File: src/rtl/mult_div_pkg.sv
// Shared encodings for the iterative multiply/divide unit: op codes, FSM states,
// default width. Divide support is gated by MULT_DIV_UNIT_DIV_EN in the users.
package mult_div_pkg;

  localparam int DATA_WIDTH_DEF = 32;

  typedef enum logic [2:0] {
    OP_MULT  = 3'd0,
    OP_MULTU = 3'd1,
    OP_DIV   = 3'd2,
    OP_DIVU  = 3'd3,
    OP_MTHI  = 3'd4,
    OP_MTLO  = 3'd5
  } op_e;

  typedef enum logic [1:0] {
    ST_IDLE = 2'd0,
    ST_MUL  = 2'd1,
    ST_DIV  = 2'd2,
    ST_DONE = 2'd3
  } state_e;

  function automatic logic is_mul_op(input logic [2:0] op);
    return (op == OP_MULT) || (op == OP_MULTU);
  endfunction

  function automatic logic is_div_op(input logic [2:0] op);
    return (op == OP_DIV) || (op == OP_DIVU);
  endfunction

  function automatic logic is_signed_op(input logic [2:0] op);
    return (op == OP_MULT) || (op == OP_DIV);
  endfunction

endpackage

File: src/rtl/mult_div_fsm.sv
// Sequencer for mult_div_unit: state, iteration counter, busy and done.
// The DIV state is only reachable when MULT_DIV_UNIT_DIV_EN is defined.
module mult_div_fsm
  import mult_div_pkg::*;
#(
  parameter int DATA_WIDTH = DATA_WIDTH_DEF
) (
  input  logic       clk,
  input  logic       rst,
  input  logic       start,
  input  logic [2:0] op,
  output state_e     state,
  output logic       busy,
  output logic       done,
  output logic       last
);

  localparam int CW = $clog2(DATA_WIDTH);

  state_e          state_d;
  logic [CW-1:0]   cnt_q;
  logic [CW-1:0]   cnt_d;

  assign last = (cnt_q == CW'(DATA_WIDTH - 1));

  always_ff @(posedge clk) begin
    // NOTE: sequential state uses <= so every register sees pre-edge values.
    if (rst) begin
      state <= ST_IDLE;
      cnt_q <= '0;
    end else begin
      state <= state_d;
      cnt_q <= cnt_d;
    end
  end

  always_comb begin
    // NOTE: defaults first, so no path through the case can infer a latch.
    state_d = state;
    cnt_d   = cnt_q;
    busy    = 1'b0;
    done    = 1'b0;
    case (state)
      ST_IDLE: begin
        cnt_d = '0;
        if (start && is_mul_op(op)) state_d = ST_MUL;
`ifdef MULT_DIV_UNIT_DIV_EN
        else if (start && is_div_op(op)) state_d = ST_DIV;
`endif
      end
      ST_MUL, ST_DIV: begin
        busy  = 1'b1;
        cnt_d = cnt_q + 1'b1;
        if (last) begin
          state_d = ST_DONE;
          cnt_d   = '0;
        end
      end
      ST_DONE: begin
        done    = 1'b1;
        state_d = ST_IDLE;
      end
      default: state_d = ST_IDLE;
    endcase
  end

endmodule

File: src/rtl/mult_div_unit.sv
// HI/LO multiply/divide unit: shift-add multiply and restoring divide, one bit
// per cycle on magnitudes with sign fix-up on the last step. Divide needs MULT_DIV_UNIT_DIV_EN.
module mult_div_unit
  import mult_div_pkg::*;
#(
  parameter int DATA_WIDTH = DATA_WIDTH_DEF
) (
  input  logic                  clk,
  input  logic                  rst,
  input  logic                  start,
  input  logic [2:0]            op,
  input  logic [DATA_WIDTH-1:0] A,
  input  logic [DATA_WIDTH-1:0] B,
  output logic                  busy,
  output logic                  done,
  output logic [DATA_WIDTH-1:0] hi,
  output logic [DATA_WIDTH-1:0] lo
);

  localparam int W = DATA_WIDTH;

  state_e         state;
  logic           last;

  // upper/lower hold {partial product, multiplier} or {remainder, dividend}.
  logic [W-1:0]   upper_q, lower_q, opnd_q;
  logic           neg_lo_q;

  logic           a_neg, b_neg;
  logic [W-1:0]   a_mag, b_mag;

  logic [W:0]     mul_sum;
  logic [2*W-1:0] prod, prod_fix;

  mult_div_fsm #(.DATA_WIDTH(DATA_WIDTH)) u_fsm (
    .clk   (clk),
    .rst   (rst),
    .start (start),
    .op    (op),
    .state (state),
    .busy  (busy),
    .done  (done),
    .last  (last)
  );

  assign a_neg = is_signed_op(op) & A[W-1];
  assign b_neg = is_signed_op(op) & B[W-1];
  assign a_mag = a_neg ? (~A + 1'b1) : A;
  assign b_mag = b_neg ? (~B + 1'b1) : B;

  assign mul_sum  = {1'b0, upper_q} + ({1'b0, opnd_q} & {(W+1){lower_q[0]}});
  assign prod     = {mul_sum, lower_q[W-1:1]};
  assign prod_fix = neg_lo_q ? (~prod + 1'b1) : prod;

`ifdef MULT_DIV_UNIT_DIV_EN
  logic           neg_hi_q, div0_q;
  logic [W:0]     shifted, diff;
  logic           fits;
  logic [W-1:0]   rem_n, quo_n, rem_fix, quo_fix;

  assign shifted = {upper_q, lower_q[W-1]};
  assign diff    = shifted - {1'b0, opnd_q};
  assign fits    = ~diff[W];
  assign rem_n   = fits ? diff[W-1:0] : shifted[W-1:0];
  assign quo_n   = {lower_q[W-2:0], fits};
  // A zero divisor leaves |A| as the remainder; only the quotient needs forcing.
  assign rem_fix = neg_hi_q ? (~rem_n + 1'b1) : rem_n;
  assign quo_fix = div0_q ? '1 : (neg_lo_q ? (~quo_n + 1'b1) : quo_n);
`endif

  always_ff @(posedge clk) begin
    if (rst) begin
      // NOTE: iteration registers are cleared too, so an aborted op leaves no residue.
      upper_q  <= '0;
      lower_q  <= '0;
      opnd_q   <= '0;
      neg_lo_q <= 1'b0;
      hi       <= '0;
      lo       <= '0;
`ifdef MULT_DIV_UNIT_DIV_EN
      neg_hi_q <= 1'b0;
      div0_q   <= 1'b0;
`endif
    end else begin
      case (state)
        ST_IDLE: begin
          if (start) begin
            if (is_mul_op(op)) begin
              upper_q  <= '0;
              lower_q  <= b_mag;
              opnd_q   <= a_mag;
              neg_lo_q <= a_neg ^ b_neg;
            end
`ifdef MULT_DIV_UNIT_DIV_EN
            else if (is_div_op(op)) begin
              upper_q  <= '0;
              lower_q  <= a_mag;
              opnd_q   <= b_mag;
              neg_lo_q <= a_neg ^ b_neg;
              neg_hi_q <= a_neg;
              div0_q   <= (B == '0);
            end
`endif
            else if (op == OP_MTHI) hi <= A;
            else if (op == OP_MTLO) lo <= A;
          end
        end
        ST_MUL: begin
          upper_q <= prod[2*W-1:W];
          lower_q <= prod[W-1:0];
          if (last) {hi, lo} <= prod_fix;
        end
`ifdef MULT_DIV_UNIT_DIV_EN
        ST_DIV: begin
          upper_q <= rem_n;
          lower_q <= quo_n;
          if (last) begin
            hi <= rem_fix;
            lo <= quo_fix;
          end
        end
`endif
        default: ;
      endcase
    end
  end

endmodule

File: config.mk
export PLATFORM = sky130hd
export DESIGN_NAME = mult_div_unit
export DESIGN_NICKNAME = d
export VERILOG_FILES = /design/src/rtl/mult_div_pkg.sv /design/src/rtl/mult_div_fsm.sv /design/src/rtl/mult_div_unit.sv
export SDC_FILE = /design/constraint.sdc
export NUM_CORES = 1
export LEC_CHECK = 0
export BUFFER_PORTS_ARGS = -buffer_cell sky130_fd_sc_hd__buf_2
export CAP_MARGIN = 30
export CORE_MARGIN = 2
export CORE_UTILIZATION = 50
export DETAILED_ROUTE_END_ITERATION = 10
export PLACE_DENSITY = 0.7
export SYNTH_ARGS = -nofsm -noshare
export SYNTH_HDL_FRONTEND = slang
export SYNTH_SLANG_ARGS = --single-unit
File: constraint.sdc
create_clock -name clk -period 4.71 [get_ports clk]
set_input_delay 0.942 -clock clk [delete_from_list [all_inputs] [get_ports clk]]
set_output_delay 0.942 -clock clk [all_outputs]
set_load 0.02 [all_outputs]
; ---- Word-level counts from Yosys, hierarchy flattened
; Cells that the tools add are included.
[word_totals]
reg_bits = 168
latchBits = 0
ram_bits = 0
romBits = 0
input_bits = 70
output_inout_bits = 66
wordCells = 77
memories = 0
[classes]
add_sub_neg = 5
n_mul = 0
div = 0
magnitude_cmp = 0
n_eq_ne = 17
shift = 0
n_mux = 27
bitwise = 7
n_reduce_logical = 13
[op_table]
columns = cell, count
row1 = two-way mux 32 bit, 15
row2 = case mux 32 bit (2 select lines), 4
row3 = adder 32 x 1 -> 32 bit (second input constant), 2
row4 = adder 64 x 1 -> 64 bit (second input constant), 1
row5 = two-way mux 64 bit, 1
row6 = NOT 32 bit, 2
row7 = NOT 64 bit, 1
row8 = adder 32 x 33 -> 33 bit, 1
row9 = bitwise AND 32 x 33 -> 33 bit, 1
row10 = != test 2 bit (second input constant), 8
row11 = case mux 5 bit (2 select lines), 1
row12 = == test 3 bit (second input constant), 2
row13 = case mux 2 bit (3 select lines), 1
row14 = AND reduction 3 bit, 2
row15 = AND reduction 6 bit, 1
row16 = adder 5 x 1 -> 5 bit (second input constant), 1
row17 = == test 5 bit (second input constant), 1
row18 = two-way mux 5 bit, 1
row19 = AND reduction 5 bit, 1
row20 = == test 2 bit (second input constant), 2
row21 = two-way mux 2 bit, 2
row22 = nonzero test 2 bit, 2
row23 = == test 3 x 1 -> 1 bit (second input constant), 1
row24 = == test 3 x 2 -> 1 bit (second input constant), 1
row25 = other kinds (11), 14

; ---- Logic depth before layout (Yosys ltp)
; Gate-level depths: netlist of the first run.
[depth]
ltp_word = 7
depth_mapped = 15
ltp_nobuf = 13

; ---- By module
; A second synthesis of the first run with hierarchy kept.
[unflattened]
cells_unflattened = 1560
area_unflattened_um2 = 11643.7
[modules_own_cells]
columns = module, instances, cells_each, area_each_um2, seq_area_each_um2
row1 = mult_div_unit, 1, 1516, 11247.0, 3223.1
row2 = mult_div_fsm, 1, 44, 396.6, 140.1

; ---- Least setup slack after synthesis of the first run
; OpenSTA, ideal clock, no wires.
[synth_path]
path_kind = reg-to-reg
from = reg lower_q[0]
to = reg hi[22]
setup_ns = 0.070
arrival_ns = 4.251
t_required_ns = 4.640
setup_slack_ns = 0.389
stages_incl_launch_ff = 16
path_cell_list = dfxtp_1 > clkbuf_1 > and2_1 > ha_1 > fa_1 > and3_1 > or3_1 > and2_4 > or3_1 > or4_1 > buf_2 > or4_4 > o31ai_1 > xor2_1 > a211o_1 > a21oi_1
[synth_between]
elab_chain_cells = 7
[synth_lines]
columns = item, line
row1 = "start, declared", mult_div_unit.sv:26  ; logic [W-1:0] upper_q, lower_q, opnd_q;
row2 = "start signal, assigned", mult_div_unit.sv:90  ; lower_q <= b_mag;
row3 = "start signal, assigned", mult_div_unit.sv:110  ; lower_q <= prod[W-1:0];
row4 = bitwise AND 32 x 33 -> 33 bit *, mult_div_unit.sv:51  ; assign mul_sum = {1'b0, upper_q} + ({1'b0, opnd_q} & {(W+1){lower_q[0]}});
row5 = adder 32 x 33 -> 33 bit *, mult_div_unit.sv:51
row6 = NOT 64 bit, mult_div_unit.sv:53  ; assign prod_fix = neg_lo_q ? (~prod + 1'b1) : prod;
row7 = adder 64 x 1 -> 64 bit, mult_div_unit.sv:53
row8 = two-way mux 64 bit *, mult_div_unit.sv:53
row9 = two-way mux 32 bit *, mult_div_unit.sv:111  ; if (last) {hi, lo} <= prod_fix;
row10 = case mux 32 bit (2 select lines) *, mult_div_unit.sv:85  ; case (state)
row11 = "end signal, assigned", mult_div_unit.sv:111
row12 = "end, declared", mult_div_unit.sv:16  ; output logic [DATA_WIDTH-1:0] hi,
; Mark *: on every way between the ends. The rest lies on a longest branch, timed or not. The select of a mux whose other input is x is not followed.
; A chain may end at the register's enable or synchronous reset.

; ---- Final worst setup path of the first run
; Same ends and word-level chain as after synthesis.

==> results of run 1 <==
power groups by stage:
stage / clock network (mW) / logic (mW) / registers, mW
final: 1.40 / 0.809 / 1.54
after floorplan: 0 / 0.511 / 1.59
after global placement: 0 / 0.782 / 1.57
after CTS: 1.40 / 0.797 / 1.54
after detailed placement: 0 / 0.793 / 1.57
after global routing: 1.46 / 0.886 / 1.55
cells by family after synthesis:
kind of cell / count (synthesis)
simple gates: 600
compound gates: 501
flops: 168
xor+xnor: 129
buf+inv: 128
fa+ha+maj: 42
mux: 13
state kept, by name (all words and copies together) (netlist names):
register,flops
upper_q,32
neg_lo_q,1
lo,32
hi,32
u_fsm.state,2
lower_q,32
u_fsm.cnt_q,5
opnd_q,32
per-layer routing:
| layer | share of wire [%] | vias to the layer above | global-route usage, % | wire length (um) |
|---|---|---|---|---|
| met5 | 0 | - | 0 | 0 |
| li1 | - | 5853 | - | - |
| met3 | 7.4 | 55 | 4.46 | 2690 |
| met4 | 2.3 | 0 | 7.92 | 826 |
| met2 | 45 | 436 | 45.5 | 16300 |
| met1 | 45 | 5535 | 41.5 | 16500 |
cell usage in the layout (no fill, tap or decap), types with 9 or more instances in the layout:
master	count
ha_1	40
a21o_1	20
or4_1	14
buf_4	20
a211oi_1	68
clkbuf_16	17
nand2_1	168
and2_1	43
nor2_1	212
dfxtp_1	167
a211o_1	9
o211ai_1	22
xnor2_1	46
xor2_1	83
inv_1	18
a22oi_1	31
o21ai_0	77
o31ai_1	32
or3_1	23
buf_2	134
o41ai_1	14
a21oi_1	154
or2_2	15
nor3_1	30
o21a_1	9
mux2i_1	11
nand3_1	25
metrics by stage:
stage / total power, mW / utilization [%] / hold WS [ns] / instance area (um2)
floorplan: 2.10 / - / 0.432 / 11700
global placement: 2.36 / 54.1 / 0.440 / 12600
detailed placement: 2.37 / 54.2 / 0.449 / 12600
CTS: 3.74 / 56.6 / 0.459 / 13200
global route: 3.90 / 56.7 / 0.481 / 13200
finish: 3.75 / 56.7 / 0.462 / 13200
worst max-delay path: stages (launching register included):
cell	delay (ns)
dfxtp_1	0.36
buf_4	0.34
and2_1	0.18
ha_1	0.27
and3_1	0.21
or3_1	0.37
and2_4	0.18
or3_1	0.37
or4_1	0.68
or4_4	0.63
o31ai_1	0.31
xor2_1	0.11
a211o_1	0.30
a21oi_1	0.13
final timing paths:
check	start	to
hold / removal	hi[11]$_SDFFE_PP0P_	hi[11]$_SDFFE_PP0P_
hold reg to reg	hi[11]$_SDFFE_PP0P_	hi[11]$_SDFFE_PP0P_
setup reg to reg	lower_q[0]$_SDFFE_PP0P_	hi[22]$_SDFFE_PP0P_
setup / recovery	lower_q[0]$_SDFFE_PP0P_	hi[22]$_SDFFE_PP0P_
final cells by class:
type / count / share of cell area [%]
inverters: 20 / 0.569
clock buffers: 18 / 3.25
multi-input cells: 1285 / 60.2
clock inverters: 14 / 1.05
flip-flops and latches: 168 / 25.5
well taps: 319 / 3.02
diodes: 2 / 0.0379
repair buffers: 155 / 6.37
==> results.md, run 1 <==
* Outcome: finished, final reports clean
* Lkg Pwr at 5.37 nW
* Compound-Gate Fraction of Synth Area at 27.9%
* Mux contribution to synthesized area at 1.13%
* Most used DFF post-synth: dfxtp_1
* Mapped Cells at 1581
* Hold Path Cell Cnt at 2
* CTS Root Cell: clkbuf_16
* Hold Buf Count CTS at 0
* CTS tree: yes
* Ranking of synthesized cells by area: dfxtp_1 29%, nor2_1 6.8%, a21oi_1 6.6%, xor2_1 6.2%, nand2_1 5.4%
* Data arrival, critical path at 4.89 ns
* Sequential power share at 41.1%
* Placed Cells at 1947
* Largest family of logic cells by synthesized area: compound AO/OA/AOI/OAI gates
* Multi-input combinational cell area at 0.00795 mm2
* Internal power at 2.49 mW
* Worst-margin pin slew at 0.972 ns
* Count leader, synth: nor2_1
* Synth Net Count at 1693
* Die ar. at 0.0247 mm2
* CTS clk-pin slew, worst paths at 0.07 ns
* Setup tns final at 0 ns
* WS Path Type: register to register
* Pin count of the biggest net entering global routing at 97
* Rows at 56
* Port bufs at 135
* Clock sink count at 168
* Reg area at 0.00336 mm2
* CTS Buf Count at 17
* Vias at 11900
* Drt first pass iters at 6
* Area grow syn2layout at 12.4%
* Worst VDD drop at 0.201 mV
* Crit Path Max Fanout at 30
* Clk Latency, worst-skew pair at 0.44 ns
* Non-Filler Instances at 1981
* All-Layer GR Usage at 29.1%
* Top cells by count, synth: 213 x nor2_1, 168 x dfxtp_1, 168 x nand2_1
* Initial antenna violation count at 2
* Minimum clock period at 4.53 ns
* DR iter-0 viols at 1107
* Register area share after synthesis at 28.6%
* Mean Syn Cell Area at 7.43 um2
* First-pass GRT wire length at 57300 um
* Maxcap violations at 0
* Htree depth at 4
* Synth warn at 0
* Net Sw Frac at 33.6%
* Combinational share of power at 21.6%
* I/O pin count at 136
* Area share of the leading cell type in the synthesized netlist at 28.6%
* Detailed Route WL at 36200 um
* Pwr dens at 284 mW/mm2
* Final setup fails at 0
* Mapped cell area at 0.0117 mm2
* Synth area leader: dfxtp_1
* Post-DRT Antenna Nets at 0
* Switching power at 1.26 mW
* Final hold violations at 0
* Tcrit/Tclk final at 96.2%
* Hold Path Class: register to register
* Vias in the first global route at 10600
* Clock Skew at 0.0117 ns
* R2R cell count at 13
* Layout Nets at 1759
* Clock buffer depth at 2
* Fraction of layout cells with a size suffix above 1 at 13.7%
* R2R Setup Slk at 0.18 ns
* Filler Cells Inserted at 2312
* Simple-Gate Fraction of Synth Area at 24.1%
* Asr flop ratio synth at 0%
* RePlAce Congestion at 0.910
* CP Launch Type: register
* Routed WL per cell at 18.3 um
* Detailed placement HPWL at 26400 um
* RSZ-0062 raised after global routing: no
* Critical Path End Type: register
* Req. time, crit path at 5.06 ns
* Synthesized flop and latch total at 168
* Postcts setup bufs at 0
* Post-Synth XOR/XNOR Area at 9.62%
* Count of cell types in the netlist at 80
* Die Width at 157 um
* Post-Synth Adder-Cell Area at 4.54%
* CTS resizes at 0
* Drt drc at 0
* Grt total ovfl at 0
* Die H at 157 um
* Starting Density at 50.5%
* Place WS at 0.205 ns
* Max-slew violations at 0
* Slew headroom at 35.2%
* Setup ws final at 0.177 ns
* Clk pwr share at 37.3%
* Vias per cell at 6.00
* Core Region at 0.0233 mm2
* Fmax at 0.221 GHz
* EDFF count, synth at 0
Note: power is estimated with default switching activity, not from simulation.
==> run 2: changes to the inputs <==
- SYNTH_HIERARCHICAL: not set -> 1
==> results.md, run 2 <==
* Vias per cell at 6.02 (+0.43%)
* Most used DFF post-synth: dfxtp_1
* Fraction of layout cells with a size suffix above 1 at 14.6% (+0.89 points)
* Most frequent cells in the layout: 236 x nor2_1, 181 x a21oi_1, 168 x dfxtp_1, 134 x buf_2, 133 x nand2_1
* Count leader, synth: nor2_1
* CTS clk-pin slew, worst paths at 0.08 ns (about the same)
* Initial antenna violation count at 0 (-2)
* Grt total ovfl at 0 (unchanged)
* Register area share after synthesis at 28.9% (+0.25 points)
* DR iter-0 viols at 828 (-25%)
* Max-slew violations at 0 (unchanged)
* Clk Latency, worst-skew pair at 0.45 ns (about the same)
* Synth warn at 6 (+6)
* Drt first pass iters at 6 (unchanged)
* Internal power at 2.52 mW (+0.97%)
* Vias in the first global route at 10600 (-0.10%)
* Hold Buf Count CTS at 0 (unchanged)
* Area share of the leading cell type in the synthesized netlist at 28.9% (+0.25 points)
* Sequential power share at 39.8% (-1.3 points)
* Clock buffer depth at 2 (unchanged)
* Synthesized flop and latch total at 168 (unchanged)
* Clk pwr share at 36.1% (-1.2 points)
* Post-DRT Antenna Nets at 0 (unchanged)
* Setup tns final at 0 ns (unchanged)
* Critical Path End Type: register
* CTS tree: yes
* Clock sink count at 168 (unchanged)
* EDFF count, synth at 0 (unchanged)
* Final hold violations at 0 (unchanged)
* Port bufs at 135 (unchanged)
* CTS resizes at 0 (unchanged)
* Pin count of the biggest net entering global routing at 89 (-8.2%)
* Core Region at 0.0228 mm2 (-2.1%)
* Vias at 11800 (-0.58%)
* Routed WL per cell at 18.2 um (-0.34%)
* Synth area leader: dfxtp_1
* CTS Buf Count at 17 (unchanged)
* Worst-margin pin slew at 1.02 ns (+0.0471 ns)
* Die ar. at 0.0245 mm2 (-0.85%)
* Placed Cells at 1929 (-0.92%)
* Outcome: finished, final reports clean
* Layout Nets at 1746 (-0.74%)
* I/O pin count at 136 (unchanged)
* Total chip power at 3.96 mW (+5.6%)
* Clock Skew at 0.0153 ns (+0.00360 ns)
* Mean Syn Cell Area at 7.46 um2 (+0.46%)
* Switching power at 1.45 mW (+15%)
* Top cells by count, synth: 239 x nor2_1, 182 x a21oi_1, 168 x dfxtp_1
* Tcrit/Tclk final at 93.1% (-3.1 points)
* Minimum clock period at 4.39 ns (-0.145 ns)
* All-Layer GR Usage at 29.2% (+0.094 points)
* Detailed Route WL at 35800 um (-1.3%)
* Postcts setup bufs at 0 (unchanged)
* CTS Root Cell: clkbuf_16
* Detailed placement HPWL at 26600 um (+0.71%)
* RSZ-0062 raised after global routing: no
* CP Launch Type: register
* Data arrival, critical path at 4.73 ns (-0.16 ns)
* Count of cell types in the netlist at 79 (-1.3%)
* Rows at 55 (-1.8%)
* Maxcap violations at 0 (unchanged)
* Ranking of synthesized cells by area: dfxtp_1 29%, a21oi_1 7.8%, nor2_1 7.7%, a211oi_1 6.3%, xor2_1 5.9%
* Htree depth at 4 (unchanged)
* Asr flop ratio synth at 0% (unchanged)
* Starting Density at 51.1% (+0.62 points)
* Slew headroom at 32.1% (-3.2 points)
* Net Sw Frac at 36.5% (+2.9 points)
* Non-Filler Instances at 1961 (-1.0%)
* Die H at 157 um (-0.43%)
* Lkg Pwr at 5.08 nW (-5.5%)
* Req. time, crit path at 5.05 ns (about the same)
* Hold Path Class: register to register
* Area grow syn2layout at 12.7%
* Synth Net Count at 1671 (-1.3%)
* Final setup fails at 0 (unchanged)
* Combinational share of power at 24.1% (+2.5 points)
* Mapped Cells at 1560 (-1.3%)
* Worst VDD drop at 0.231 mV (+15%)
* Drt drc at 0 (unchanged)
* N_diodes at 0 (-2)
* Crit Path Max Fanout at 6 (-80%)
* Commonest non-fill, non-tap cell in the layout: nor2_1
* Mapped cell area at 0.0116 mm2 (-0.87%)
* Fmax at 0.228 GHz (+3.3%)
* Pwr dens at 302 mW/mm2 (+6.3%)
* First-pass GRT wire length at 56900 um (-0.69%)
* Die Width at 157 um (-0.43%)
* RePlAce Congestion at 0.947 (+4.1%)
* WS Path Type: register to register
==> run 2: cell types whose count changed after synthesis, moves of 12 or more <==
cell      previous run  this run
nand3_1             25        43
clkbuf_1           102        84
nor2_1             213       239
a21oi_1            155       182
a21o_1              20         8
a211oi_1            69        98
o211ai_1            22        10
a22oi_1             31         0
nand2_1            168       133
==> run 2: per-layer routing <==
layer  GRT usage [%]  share of wire [%]
met1            40.9                 46
met2            46.2                 46
met3            3.68                5.6
met4            10.1                3.0
met5               0                  0
==> run 2: layout make-up <==
cell class              instances  area (um2)
clock buffers                  17         425
clock inverters                15         183
fillers                      2164        9660
inverters                      21        78.8
multi-input cells            1266        7780
flip-flops and latches        168        3360
well taps                     313         392
repair buffers                161         898
==> run 2: cell families (layout without fill, tap and decap cells) <==
logic type / Yosys count / after routing / synth area share, %
buf+inv: 126 / 214 / 4.69
simple gates: 598 / 598 / 24.5
mux: 7 / 7 / 0.645
fa+ha+maj: 41 / 41 / 4.47
flops: 168 / 168 / 28.9
xor+xnor: 135 / 135 / 10.2
compound gates: 485 / 485 / 26.6
==> run 2: critical path: stages (launching register included) <==
cell and delay, ns:
dfxtp_1 0.33, and2_1 0.16, ha_1 0.23, fa_1 0.44
a211oi_1 0.29, o211ai_1 0.29, and3_1 0.25, a211o_1 0.32
a31oi_1 0.21, xnor2_1 0.15, or4_1 0.66, or4_4 0.53
a211o_1 0.29, and3_1 0.14
==> run 2: power groups by stage <==
stage / Sequential (mW) / Combinational, mW / Clock, mW
after floorplan: 1.60 / 0.643 / 0
after global placement: 1.61 / 0.922 / 0
after detailed placement: 1.61 / 0.937 / 0
after CTS: 1.58 / 0.941 / 1.45
after global routing: 1.59 / 1.04 / 1.50
final: 1.58 / 0.955 / 1.43
==> run 2: final timing paths <==
path | cells after the start | slack, ns | to | start
setup / recovery | 13 | 0.32 | hi[30]$_SDFFE_PP0P_ | lower_q[0]$_SDFFE_PP0P_
hold / removal | 2 | 0.45 | opnd_q[0]$_SDFFE_PP0P_ | opnd_q[0]$_SDFFE_PP0P_
setup reg to reg | 13 | 0.32 | hi[30]$_SDFFE_PP0P_ | lower_q[0]$_SDFFE_PP0P_
hold reg to reg | 2 | 0.45 | opnd_q[0]$_SDFFE_PP0P_ | opnd_q[0]$_SDFFE_PP0P_
==> run 2: through the flow <==
stage / utilization (%) / instance area (um2) / hold WS (ns) / setup WS, ns
after floorplan: - / 11600 / 0.432 / 0.509
after global placement: 54.9 / 12500 / 0.442 / 0.439
after detailed placement: 54.9 / 12500 / 0.444 / 0.392
after CTS: 57.6 / 13100 / 0.454 / 0.369
after global routing: 57.6 / 13100 / 0.470 / 0.140
final: 57.6 / 13100 / 0.452 / 0.323
